**src/rtl/patch_broadcaster_if.sv**
```systemverilog
// Sample-memory read port and shared CIM bus write side of the patch broadcaster.
// master = broadcaster, slave = sample memory / bus fabric.
interface patch_broadcaster_if #(
    parameter int unsigned N_STORAGE     = 16,
    parameter int unsigned BUS_OP_WIDTH  = 4,
    parameter int unsigned NUM_CIMS      = 64,
    parameter int unsigned SAMPLE_ADDR_W = 12
);
    logic                        sample_rd_en;
    logic [SAMPLE_ADDR_W-1:0]    sample_rd_addr;
    logic [N_STORAGE-1:0]        sample_rd_data;
    logic                        all_cims_ready;
    logic                        bus_drive;
    logic [BUS_OP_WIDTH-1:0]     bus_op_write;
    logic [3*N_STORAGE-1:0]      bus_data_write;
    logic [$clog2(NUM_CIMS)-1:0] bus_target_or_sender_write;

    modport master (
        output sample_rd_en, sample_rd_addr, bus_drive, bus_op_write,
               bus_data_write, bus_target_or_sender_write,
        input  sample_rd_data, all_cims_ready
    );

    modport slave (
        input  sample_rd_en, sample_rd_addr, bus_drive, bus_op_write,
               bus_data_write, bus_target_or_sender_write,
        output sample_rd_data, all_cims_ready
    );
endinterface

```
**src/rtl/patch_broadcaster.sv**
```systemverilog
// Streams EEG patches from sample memory onto the shared CIM bus as broadcast
// patch-load words, with NOP gaps between patches, then waits for CIM readiness.
module patch_broadcaster #(
    parameter int unsigned PATCH_LEN       = 64,
    parameter int unsigned NUM_PATCHES     = 60,
    parameter int unsigned INTER_PATCH_GAP = 96,
    parameter int unsigned READY_TIMEOUT   = 4096,
    parameter int unsigned N_STORAGE       = 16,
    parameter int unsigned BUS_OP_WIDTH    = 4,
    parameter int unsigned NUM_CIMS        = 64,
    parameter int unsigned SAMPLE_ADDR_W   = $clog2(PATCH_LEN*NUM_PATCHES),
    parameter logic [BUS_OP_WIDTH-1:0] NOP_OP   = BUS_OP_WIDTH'(0),
    parameter logic [BUS_OP_WIDTH-1:0] START_OP = BUS_OP_WIDTH'(5),
    parameter logic [BUS_OP_WIDTH-1:0] BCAST_OP = BUS_OP_WIDTH'(6)
) (
    input  logic                  clk,
    input  logic                  rst_n,
    input  logic                  start,
    input  logic                  abort,
    patch_broadcaster_if.master   bus,
    output logic                  busy,
    output logic                  done,
    output logic                  timeout_err
);
    localparam int unsigned WORD_W  = $clog2(PATCH_LEN+1);
    localparam int unsigned PATCH_W = $clog2(NUM_PATCHES+1);
    localparam int unsigned GAP_W   = $clog2(INTER_PATCH_GAP+1);
    localparam int unsigned WAIT_W  = $clog2(READY_TIMEOUT+1);
    localparam logic [WORD_W-1:0]  WORD_LAST = WORD_W'(PATCH_LEN-1);
    localparam logic [PATCH_W-1:0] PATCH_NUM = PATCH_W'(NUM_PATCHES);
    localparam logic [GAP_W-1:0]   GAP_LAST  = GAP_W'(INTER_PATCH_GAP-1);
    localparam logic [WAIT_W-1:0]  WAIT_LAST = WAIT_W'(READY_TIMEOUT-1);

    typedef enum logic [2:0] {
        S_IDLE, S_BCAST_START, S_STREAM, S_GAP, S_WAIT_READY, S_DONE
    } state_t;

    state_t                    state_q, state_d;
    logic [WORD_W-1:0]         word_cnt_q, word_cnt_d;
    logic [PATCH_W-1:0]        patch_cnt_q, patch_cnt_d;
    logic [GAP_W-1:0]          gap_cnt_q, gap_cnt_d;
    logic [WAIT_W-1:0]         wait_cnt_q, wait_cnt_d;
    logic                      rd_en_q, rd_en_d;
    logic [SAMPLE_ADDR_W-1:0]  rd_addr_q, rd_addr_d;
    logic                      drive_q, drive_d;
    logic [BUS_OP_WIDTH-1:0]   op_q, op_d;
    logic                      stream_q, stream_d;
    logic                      busy_q, busy_d;
    logic                      done_q, done_d;
    logic                      terr_q, terr_d;

    always_comb begin
        state_d     = state_q;
        word_cnt_d  = word_cnt_q;
        patch_cnt_d = patch_cnt_q;
        gap_cnt_d   = gap_cnt_q;
        wait_cnt_d  = wait_cnt_q;
        terr_d      = terr_q;
        rd_en_d     = 1'b0;
        rd_addr_d   = rd_addr_q;
        drive_d     = 1'b0;
        op_d        = NOP_OP;
        stream_d    = 1'b0;
        busy_d      = 1'b1;
        done_d      = 1'b0;

        // Transition: decide which state (and counter values) the next cycle shows.
        if (state_q != S_IDLE && abort) begin
            state_d = S_IDLE;
        end else begin
            unique case (state_q)
                S_IDLE: begin
                    if (start && !abort) begin
                        state_d = S_BCAST_START;
                        terr_d  = 1'b0;
                    end
                end
                S_BCAST_START: begin
                    state_d    = S_STREAM;
                    word_cnt_d = '0;
                end
                S_STREAM: begin
                    if (word_cnt_q == WORD_LAST) begin
                        state_d     = S_GAP;
                        word_cnt_d  = '0;
                        gap_cnt_d   = '0;
                        patch_cnt_d = patch_cnt_q + PATCH_W'(1);
                    end else begin
                        word_cnt_d = word_cnt_q + WORD_W'(1);
                    end
                end
                S_GAP: begin
                    if (gap_cnt_q == GAP_LAST) begin
                        gap_cnt_d = '0;
                        if (patch_cnt_q != PATCH_NUM) begin
                            state_d    = S_STREAM;
                            word_cnt_d = '0;
                        end else begin
                            state_d    = S_WAIT_READY;
                            wait_cnt_d = '0;
                        end
                    end else begin
                        gap_cnt_d = gap_cnt_q + GAP_W'(1);
                    end
                end
                S_WAIT_READY: begin
                    if (bus.all_cims_ready) begin
                        state_d = S_DONE;
                    end else if (wait_cnt_q == WAIT_LAST) begin
                        state_d = S_IDLE;
                        terr_d  = 1'b1;
                    end else begin
                        wait_cnt_d = wait_cnt_q + WAIT_W'(1);
                    end
                end
                S_DONE:  state_d = S_IDLE;
                default: state_d = S_IDLE;
            endcase
        end

        // Outputs are derived from the state being entered so they register in step with it.
        unique case (state_d)
            S_IDLE: begin
                busy_d      = 1'b0;
                word_cnt_d  = '0;
                patch_cnt_d = '0;
                gap_cnt_d   = '0;
                wait_cnt_d  = '0;
                rd_addr_d   = '0;
            end
            S_BCAST_START: begin
                drive_d   = 1'b1;
                op_d      = START_OP;
                rd_en_d   = 1'b1;
                rd_addr_d = '0;
            end
            S_STREAM: begin
                drive_d  = 1'b1;
                op_d     = BCAST_OP;
                stream_d = 1'b1;
                rd_en_d  = (word_cnt_d != WORD_LAST);
            end
            S_GAP: begin
                drive_d = 1'b1;
                rd_en_d = (gap_cnt_d == GAP_LAST) && (patch_cnt_d != PATCH_NUM);
            end
            S_DONE:  done_d = 1'b1;
            default: ;
        endcase

        if (rd_en_d && state_d != S_BCAST_START)
            rd_addr_d = rd_addr_q + SAMPLE_ADDR_W'(1);
    end

    always_ff @(posedge clk or negedge rst_n) begin
        if (!rst_n) begin
            state_q     <= S_IDLE;
            word_cnt_q  <= '0;
            patch_cnt_q <= '0;
            gap_cnt_q   <= '0;
            wait_cnt_q  <= '0;
            rd_en_q     <= 1'b0;
            rd_addr_q   <= '0;
            drive_q     <= 1'b0;
            op_q        <= NOP_OP;
            stream_q    <= 1'b0;
            busy_q      <= 1'b0;
            done_q      <= 1'b0;
            terr_q      <= 1'b0;
        end else begin
            state_q     <= state_d;
            word_cnt_q  <= word_cnt_d;
            patch_cnt_q <= patch_cnt_d;
            gap_cnt_q   <= gap_cnt_d;
            wait_cnt_q  <= wait_cnt_d;
            rd_en_q     <= rd_en_d;
            rd_addr_q   <= rd_addr_d;
            drive_q     <= drive_d;
            op_q        <= op_d;
            stream_q    <= stream_d;
            busy_q      <= busy_d;
            done_q      <= done_d;
            terr_q      <= terr_d;
        end
    end

    // Read data lands one cycle after the request, i.e. in the very cycle its OP word
    // is on the bus, so the sample lane is selected by a registered flag, not re-registered.
    assign bus.bus_data_write = {{(2*N_STORAGE){1'b0}},
                                 (stream_q ? bus.sample_rd_data : {N_STORAGE{1'b0}})};
    assign bus.sample_rd_en               = rd_en_q;
    assign bus.sample_rd_addr             = rd_addr_q;
    assign bus.bus_drive                  = drive_q;
    assign bus.bus_op_write               = op_q;
    assign bus.bus_target_or_sender_write = '0;
    assign busy                           = busy_q;
    assign done                           = done_q;
    assign timeout_err                    = terr_q;
endmodule

```
**src/flat_wrapper.sv**
```systemverilog
// flat-port wrapper written by rule: the top's interface ports become plain ports
module patch_broadcaster_flat 
#(
    parameter int unsigned PATCH_LEN       = 64,
    parameter int unsigned NUM_PATCHES     = 60,
    parameter int unsigned INTER_PATCH_GAP = 96,
    parameter int unsigned READY_TIMEOUT   = 4096,
    parameter int unsigned N_STORAGE       = 16,
    parameter int unsigned BUS_OP_WIDTH    = 4,
    parameter int unsigned NUM_CIMS        = 64,
    parameter int unsigned SAMPLE_ADDR_W   = $clog2(PATCH_LEN*NUM_PATCHES),
    parameter logic [BUS_OP_WIDTH-1:0] NOP_OP   = BUS_OP_WIDTH'(0),
    parameter logic [BUS_OP_WIDTH-1:0] START_OP = BUS_OP_WIDTH'(5),
    parameter logic [BUS_OP_WIDTH-1:0] BCAST_OP = BUS_OP_WIDTH'(6)
)
  (clk, rst_n, start, abort, busy, done, timeout_err, bus_sample_rd_en, bus_sample_rd_addr, bus_bus_drive, bus_bus_op_write, bus_bus_data_write, bus_bus_target_or_sender_write, bus_sample_rd_data, bus_all_cims_ready);
  patch_broadcaster_if #(.N_STORAGE(N_STORAGE), .BUS_OP_WIDTH(BUS_OP_WIDTH), .NUM_CIMS(NUM_CIMS), .SAMPLE_ADDR_W(SAMPLE_ADDR_W)) bus_i ();
  input  logic clk;
  input  logic rst_n;
  input  logic start;
  input  logic abort;
  output logic busy;
  output logic done;
  output logic timeout_err;
  output wire logic [$bits(bus_i.sample_rd_en)-1:0] bus_sample_rd_en;
  output wire logic [$bits(bus_i.sample_rd_addr)-1:0] bus_sample_rd_addr;
  output wire logic [$bits(bus_i.bus_drive)-1:0] bus_bus_drive;
  output wire logic [$bits(bus_i.bus_op_write)-1:0] bus_bus_op_write;
  output wire logic [$bits(bus_i.bus_data_write)-1:0] bus_bus_data_write;
  output wire logic [$bits(bus_i.bus_target_or_sender_write)-1:0] bus_bus_target_or_sender_write;
  input wire logic [$bits(bus_i.sample_rd_data)-1:0] bus_sample_rd_data;
  input wire logic [$bits(bus_i.all_cims_ready)-1:0] bus_all_cims_ready;
  assign bus_sample_rd_en = bus_i.sample_rd_en;
  assign bus_sample_rd_addr = bus_i.sample_rd_addr;
  assign bus_bus_drive = bus_i.bus_drive;
  assign bus_bus_op_write = bus_i.bus_op_write;
  assign bus_bus_data_write = bus_i.bus_data_write;
  assign bus_bus_target_or_sender_write = bus_i.bus_target_or_sender_write;
  assign bus_i.sample_rd_data = bus_sample_rd_data;
  assign bus_i.all_cims_ready = bus_all_cims_ready;
  patch_broadcaster #(.PATCH_LEN(PATCH_LEN), .NUM_PATCHES(NUM_PATCHES), .INTER_PATCH_GAP(INTER_PATCH_GAP), .READY_TIMEOUT(READY_TIMEOUT), .N_STORAGE(N_STORAGE), .BUS_OP_WIDTH(BUS_OP_WIDTH), .NUM_CIMS(NUM_CIMS), .SAMPLE_ADDR_W(SAMPLE_ADDR_W), .NOP_OP(NOP_OP), .START_OP(START_OP), .BCAST_OP(BCAST_OP)) u_core (.clk(clk), .rst_n(rst_n), .start(start), .abort(abort), .bus(bus_i), .busy(busy), .done(done), .timeout_err(timeout_err));
endmodule
```
**config.mk**
```make
export PLATFORM = sky130hd
export DESIGN_NAME = patch_broadcaster_flat
export DESIGN_NICKNAME = d
export VERILOG_FILES = /design/src/rtl/patch_broadcaster_if.sv /design/src/rtl/patch_broadcaster.sv /design/src/flat_wrapper.sv
export SDC_FILE = /design/constraint.sdc
export NUM_CORES = 1
export LEC_CHECK = 0
export CAP_MARGIN = 25
export CORE_UTILIZATION = 45
export DETAILED_ROUTE_END_ITERATION = 12
export PLACE_DENSITY = 0.77
export SETUP_SLACK_MARGIN = 0.4
export SLEW_MARGIN = 30
export SYNTH_ARGS = -nofsm -noshare
export SYNTH_HDL_FRONTEND = slang
export SYNTH_SLANG_ARGS = --single-unit
```
**constraint.sdc**
```tcl
create_clock -name clk -period 2.5 [get_ports clk]
set_input_delay 0.75 -clock clk [delete_from_list [all_inputs] [get_ports clk]]
set_output_delay 0.75 -clock clk [all_outputs]
set_load 0.02 [all_outputs]
```
==> out/qor.csv, run 1 <==
stage,metric,value,unit
timing,fin_crit_sh,117,%
grt,antenna_found_initial,0,
logic_synthesis,syn-cell-area,0.00386,mm²
layout,fin_nets,640,
grt,grt_overflow,0,
timing,finalMaxSlewViolations,0,
power,power.switching,0.779,mW
clock_network,clk_pin_slew_worst_paths,0.11,ns
power,combPwrFrac,31.5,%
layout,finish.instance_area,0.00602,mm²
logic_synthesis,syn_area_per_cell,8.36,µm²
status,violations,setup timing,
timing,period_needed,2.93,ns
layout,utilization,73.0,%
status,status,finished with violations,
power,power_frac_seq,41.4,%
critical_path,path_class,in -> reg,
logic_synthesis,ys.warnings.count,0,
critical_path,reg2reg_slack,-0.39,ns
power,power_density,390,mW/mm²
layout,drive_above_1_share,39.9,%
job,cap_viol_max_count,0,
route,vias_per_cell,6.02,
power,max-vdd-ir-drop,0.303,mV
layout,diodes,0,
layout,area_delta_synth_final,55.9,%
critical_path,cp_max_fo,9,
die,dieArea,0.00896,mm²
grt,track_usage,30.4,%
timing,finalClockSkew,0.0223,ns
die,io_pins,96,
timing,rsz0062_at_grt,true,
clock_network,cts_buffers,5,
timing,setup_viol,13,
critical_path,r2r_start,u_core.word_cnt_q[0],
critical_path,required,2.70,ns
placed_design,io_buffers,56,
logic_synthesis,yosysUniqueCellTypes,65,
route,routed_wl,14.3,mm
critical_path,ff2ff_path_depth,11,
clock_network,h-tree-depth,2,
critical_path,cp-start-kind,input port,
grt,grt_pass1_vias,4182,
logic_synthesis,ys.flop_type,dfrtp_1,
route,wl_per_cell,19.9,µm
placed_design,gp_congestion,0.936,
timing,hold_viol_final,0,
timing,slew_headroom,65.5,%
die,dieHeight,94.7,µm
die,rows,33,
grt,grt_max_degree,22,
grt,grt_pass1_wl,21.1,mm
placed_design,dpl.hpwl,7.89,mm
timing,worst_pin_slew,0.514,ns
route,postRouteAntennaNets,0,
power,power.leakage,2.69,nW
critical_path,r2r_end,u_core.bus.sample_rd_addr[11],
critical_path,worstSetupEndpointType,register,
die,coreArea,0.00826,mm²
logic_synthesis,async_flop_share,100,%
logic_synthesis,syn_inst,462,
layout,fillerInstances,503,
clock_network,worstSkewPairLatency,0.32,ns
power,pwr-share-clk,27.0,%
clock_network,cts_tree,yes,
die,dieWidth,94.7,µm
critical_path,worstPathArrival,3.12,ns
route,dr_total_vias,4331,
placed_design,placed_area,0.00507,mm²
logic_synthesis,ys_seq_area_share,36.3,%
clock_network,clkSinkCount,56,
power,swShare,33.2,%
clock_network,cts-root-buf,clkbuf_8,
power,p_int,1.57,mW
logic_synthesis,synth_edf_count,0,
route,drtPass1Iterations,5,
timing,fmax,341,MHz
route,drc,0,
route,drtIter0Drc,337,
timing,worst_slack,-0.429,ns
logic_synthesis,yosys_register_bits,56,
clock_network,cts_max_path_buffers,2,
min_path,hold_class,in -> async,
die,start_util,46.8,%
==> cell type report <==
type                            instances  area, µm²  share of cell area (%)
Clock inverter                          2       38.8                   0.644
Timing Repair Buffer                  168       1570                    26.1
Tap cell                              105        131                    2.18
Sequential cell                        56       1410                    23.3
Multi-Input combinational cell        370       2760                    45.8
Inverter                               12       45.0                   0.748
Clock buffer                            6       72.6                    1.20
==> synthesized netlist by cell type, types with 3 or more instances <==
master / number / area share (%)
a21oi_1: 26 / 3.4
a221oi_1: 3 / 0.68
a22oi_1: 3 / 0.58
a31oi_1: 6 / 0.97
and2_1: 23 / 3.7
and3_1: 11 / 1.8
buf_2: 9 / 1.2
buf_4: 42 / 8.2
clkbuf_1: 10 / 0.97
dfrtp_1: 56 / 36
ha_1: 6 / 1.9
inv_1: 12 / 1.2
nand2_1: 47 / 4.6
nand2b_1: 3 / 0.49
nand3_1: 12 / 1.6
nand3b_1: 7 / 1.4
nand4_1: 8 / 1.3
nor2_1: 44 / 4.3
nor2b_1: 4 / 0.65
nor3_1: 10 / 1.3
nor4_1: 5 / 0.81
nor4b_1: 3 / 0.68
o211ai_1: 14 / 2.7
o21ai_0: 25 / 3.2
o22ai_1: 3 / 0.49
o2bb2ai_1: 3 / 0.68
o31ai_1: 3 / 0.58
or3_1: 5 / 0.81
or4_1: 3 / 0.58
xnor2_1: 8 / 1.8
xor2_1: 5 / 1.1
==> state kept, by name, indices dropped and copies added, names as in the netlist <==
signal / count
u_core.timeout_err: 1
u_core.stream_q: 1
u_core.state_q: 3
u_core.busy: 1
u_core.done: 1
u_core.gap_cnt_q: 7
u_core.bus.sample_rd_en: 1
u_core.wait_cnt_q: 13
u_core.bus.bus_op_write: 2
u_core.word_cnt_q: 7
u_core.bus.bus_drive: 1
u_core.patch_cnt_q: 6
u_core.bus.sample_rd_addr: 12
==> routing by layer <==
layer / GRT usage [%] / part of all wire, % / vias to the layer above / wire (µm)
met1: 37.3 / 37 / 2067 / 5370
met5: 0 / 0 / - / 0
met4: 16.5 / 5.4 / 0 / 779
met2: 50.9 / 50 / 300 / 7170
met3: 4.99 / 7.0 / 93 / 1010
li1: - / - / 1871 / -
==> power groups by stage <==
stage	registers, mW	clock network (mW)	logic, mW
global placement	0.981	0	0.538
detailed placement	0.983	0	0.551
CTS	0.966	0.630	0.680
global route	0.976	0.678	0.774
floorplan	1.00	0	0.302
finish	0.973	0.635	0.741
==> stage by stage <==
step	setup TNS, ns	std cells	worst slack [ns]	hold WS, ns	power, mW
3_3_place_gp	-26.50	686	-0.832	0.518	1.52
2_1_floorplan	-2.24	500	-0.187	0.454	1.30
5_1_grt	-5.86	719	-0.446	0.412	2.43
4_1_cts	-1.73	717	-0.179	0.400	2.28
6_report	-4.37	719	-0.429	0.381	2.35
3_5_place_dp	-28.84	686	-0.880	0.517	1.53
==> worst max-delay path, stage by stage <==
cell	delay, ns
buf_8	0.10
buf_4	0.18
nor3b_4	0.24
a41o_1	0.28
o21ai_1	0.13
or4_4	0.54
nor4_4	0.34
buf_6	0.19
or2_4	0.17
buf_12	0.11
o211ai_1	0.09
==> placed cells by master, fill, tap and decap left out, drive strengths merged, types with 6 or more instances in the layout <==
cell type      instances
a21oi                 26
a31oi                  6
and2                  23
and3                  11
buf                  129
clkbuf                 7
clkdlybuf4s50          7
conb                  39
dfrtp                 56
dlygate4sd2           31
ha                     6
inv                   13
nand2                 47
nand3                 12
nand3b                 8
nand4                  8
nor2                  44
nor3                  11
nor4                   7
o211ai                16
o21ai                 26
xnor2                  8
==> cell families after synthesis <==
| family | synth area share, % |
|---|---|
| AOI/OAI and AO/OA | 18.2 |
| xor gates and xnor gates | 2.95 |
| adders and majority gates | 1.94 |
| buffers and inverters | 11.9 |
| DFF | 36.3 |
| muxes | 0.291 |
| other | 0.0971 |
| and+or+nand+nor | 28.4 |
==> what timing repair did <==
item                                    in CTS  in global routing
gates cloned                                 5                  0
endpoints found under the hold margin        0                  0
pin swaps                                   48                  9
hold buffers                                 0                  0
endpoints found under the setup margin      82                 52
setup buffers                               18                  2
resized for setup                          261                 45
==> worst max path at each step <==
stage	start	to	slack, ns	cells after the start
2_1_floorplan	abort	u_core.bus.sample_rd_addr[3]	-0.19	9
3_3_place_gp	abort	u_core.bus.sample_rd_addr[1]	-0.83	9
3_5_place_dp	abort	u_core.bus.sample_rd_addr[11]	-0.88	9
4_1_cts	abort	u_core.bus.sample_rd_addr[1]	-0.18	9
5_1_grt	u_core.word_cnt_q[0]	u_core.bus.sample_rd_addr[3]	-0.45	11
6_report	abort	u_core.bus.sample_rd_addr[11]	-0.43	11
Note: power is estimated with default switching activity, not from simulation.
==> run 2, diff against run 1 <==
--- a/config.mk
+++ b/config.mk
@@ -6,9 +6,9 @@
 export NUM_CORES = 1
 export LEC_CHECK = 0
 export CAP_MARGIN = 25
-export CORE_UTILIZATION = 45
+export CORE_UTILIZATION = 30
 export DETAILED_ROUTE_END_ITERATION = 12
-export PLACE_DENSITY = 0.77
+export HOLD_SLACK_MARGIN = 0.06
 export SETUP_SLACK_MARGIN = 0.4
 export SLEW_MARGIN = 30
 export SYNTH_ARGS = -nofsm -noshare
==> run 2 against run 1 <==
The run still ends with setup timing left; global-route usage fell by 13 points; register-to-register slack improved by 0.26 ns; routed wire length fell by 19%; power rose by 3.5%; non-clock buffer count rose by 7; critical endpoint is now u_core.bus.sample_rd_addr[1].
==> out/qor.csv, run 2 (same netlist as run 1, synthesis figures left out) <==
stage,metric,value,unit
layout,area_delta_synth_final,60.0,%
grt,antenna_found_initial,0,
grt,grt_pass1_vias,3684,
die,coreArea,0.0126,mm²
layout,utilization,49.2,%
clock_network,cts_tree,yes,
route,wl_per_cell,14.7,µm
timing,fin_crit_sh,107,%
layout,diodes,0,
critical_path,crit_slowest_cell,or4b_4,
timing,rsz0062_at_grt,true,
route,drtIter0Drc,245,
status,status,finished with violations,
layout,final_common_cell,buf_4,
timing,finalClockSkew,0.0161,ns
timing,fin_tns_setup,-1.36,ns
clock_network,clk_pin_slew_worst_paths,0.09,ns
die,dieHeight,115,µm
critical_path,cp-start-kind,input port,
layout,regArea,0.00140,mm²
critical_path,worstSetupEndpointType,register,
status,violations,setup timing,
job,cap_viol_max_count,0,
route,dr_total_vias,3987,
grt,grt_max_degree,22,
power,power_density,393,mW/mm²
placed_design,gp_congestion,0.886,
placed_design,place_ws,-0.955,ns
route,drc,0,
critical_path,path_cells,buf_8 -> or4b_4 -> buf_8 -> buf_6 -> nor3_4 -> a2bb2oi_2 -> o211ai_2 -> nor4_4 -> buf_6 -> or2_4 -> a221o_1,
layout,layout_common_cells,"buf_4, dfrtp_1, nand2_1, conb_1, dlygate4sd2_1",
critical_path,path_class,in -> reg,
timing,worst_slack,-0.164,ns
layout,largest_reg_flops,13,
timing,fmax,375,MHz
critical_path,slowest_delay,0.49,ns
die,start_util,30.7,%
power,max-vdd-ir-drop,0.293,mV
route,routed_wl,11.7,mm
critical_path,reg2reg_slack,-0.13,ns
timing,hold_viol_final,0,
die,dieWidth,115,µm
clock_network,clkSinkCount,56,
placed_design,dpl.hpwl,7.60,mm
critical_path,cp_top_family,simple AND/OR/NAND/NOR gates,
clock_network,cts-root-buf,clkbuf_16,
power,power.leakage,2.68,nW
route,postRouteAntennaNets,0,
clock_network,worstSkewPairLatency,0.31,ns
route,vias_per_cell,5.03,
die,rows,41,
timing,period_needed,2.66,ns
timing,finalMaxSlewViolations,0,
layout,drive_above_1_share,40.4,%
min_path,hold_class,in -> async,
grt,track_usage,17.0,%
layout,fillerInstances,1172,
critical_path,crit_buf_inv,4,
layout,multi_input_area,0.00276,mm²
critical_path,worstPathArrival,2.87,ns
grt,grt_overflow,0,
layout,fin_nets,647,
clock_network,cts_max_path_buffers,2,
critical_path,required,2.70,ns
critical_path,cp_max_fo,8,
route,drtPass1Iterations,5,
layout,finalNonFillerCells,793,
die,dieArea,0.0133,mm²
placed_design,dp_cells,759,
timing,holdWs,0.374,ns
clock_network,cts_buffers,5,
die,io_pins,96,
layout,largest-register,u_core.wait_cnt_q,
timing,setup_viol,13,
placed_design,io_buffers,56,
grt,grt_pass1_wl,18.2,mm
clock_network,h-tree-depth,2,
[run 2: cell types whose count changed in the layout (fill, tap and decap cells not counted), moves of 4 or more]
cell | before | now
buf_4 | 82 | 98
o21ai_4 | 5 | 0
nor2_2 | 5 | 1
o21ai_1 | 11 | 6
clkbuf_16 | 1 | 8
clkbuf_8 | 5 | 0
nor2_4 | 12 | 18
buf_6 | 36 | 27
o21ai_0 | 4 | 12
[run 2: final timing paths]
| path | depth (start not counted) | start | to |
|---|---|---|---|
| max in group asynchronous | 2 | rst_n | u_core.state_q[1] |
| min | 1 | rst_n | u_core.gap_cnt_q[0] |
| max | 11 | abort | u_core.bus.sample_rd_addr[1] |
| min reg2reg | 2 | u_core.timeout_err | u_core.timeout_err |
| max reg2reg | 10 | u_core.state_q[2] | u_core.bus.sample_rd_addr[3] |
| min in group clk | 2 | u_core.timeout_err | u_core.timeout_err |
[run 2: where the power goes]
group	internal, mW	switching [mW]	total [mW]
Clock	0.382	0.371	0.753
Sequential	0.933	0.0330	0.966
Combinational	0.321	0.389	0.711
[run 2: area by class of cell]
class | count | area share [%]
clock inverter | 3 | 0.445
clock buffer | 5 | 2.02
tap | 172 | 3.48
sequential | 56 | 22.7
timing repair buffer | 175 | 26.0
multi-input combinational | 370 | 44.6
inverter | 12 | 0.810
[run 2: routing by layer]
layer  wire (µm)  GRT usage (%)  vias up
li1            -              -     1886
met1        5050           23.5     1946
met2        5940           28.5      136
met3         471           2.14       19
met4         204           3.38        0
met5           0              0        -
[run 2: through the flow]
stage	total power, mW	area (µm²)
3_5_place_dp	1.50	5180
4_1_cts	2.38	5890
2_1_floorplan	1.30	4140
6_report	2.43	6180
5_1_grt	2.53	6180
3_3_place_gp	1.50	5180
[run 2: worst register-to-register path: cells and delay by family (launching register included)]
kind | cells | cell delay (ns)
compound gates | 2 | 0.16
buf+inv | 3 | 0.46
flops | 1 | 0.43
mux | 1 | 0.20
simple gates | 4 | 1.26
[run 2: what timing repair did]
| item | CTS | global route |
|---|---|---|
| pin swaps | 25 | 14 |
| buffers inserted | 13 | 7 |
| gates resized for setup | 251 | 36 |
| gates cloned | 2 | 4 |
| hold buffers | 0 | 0 |
| setup endpoints to repair | 83 | 50 |
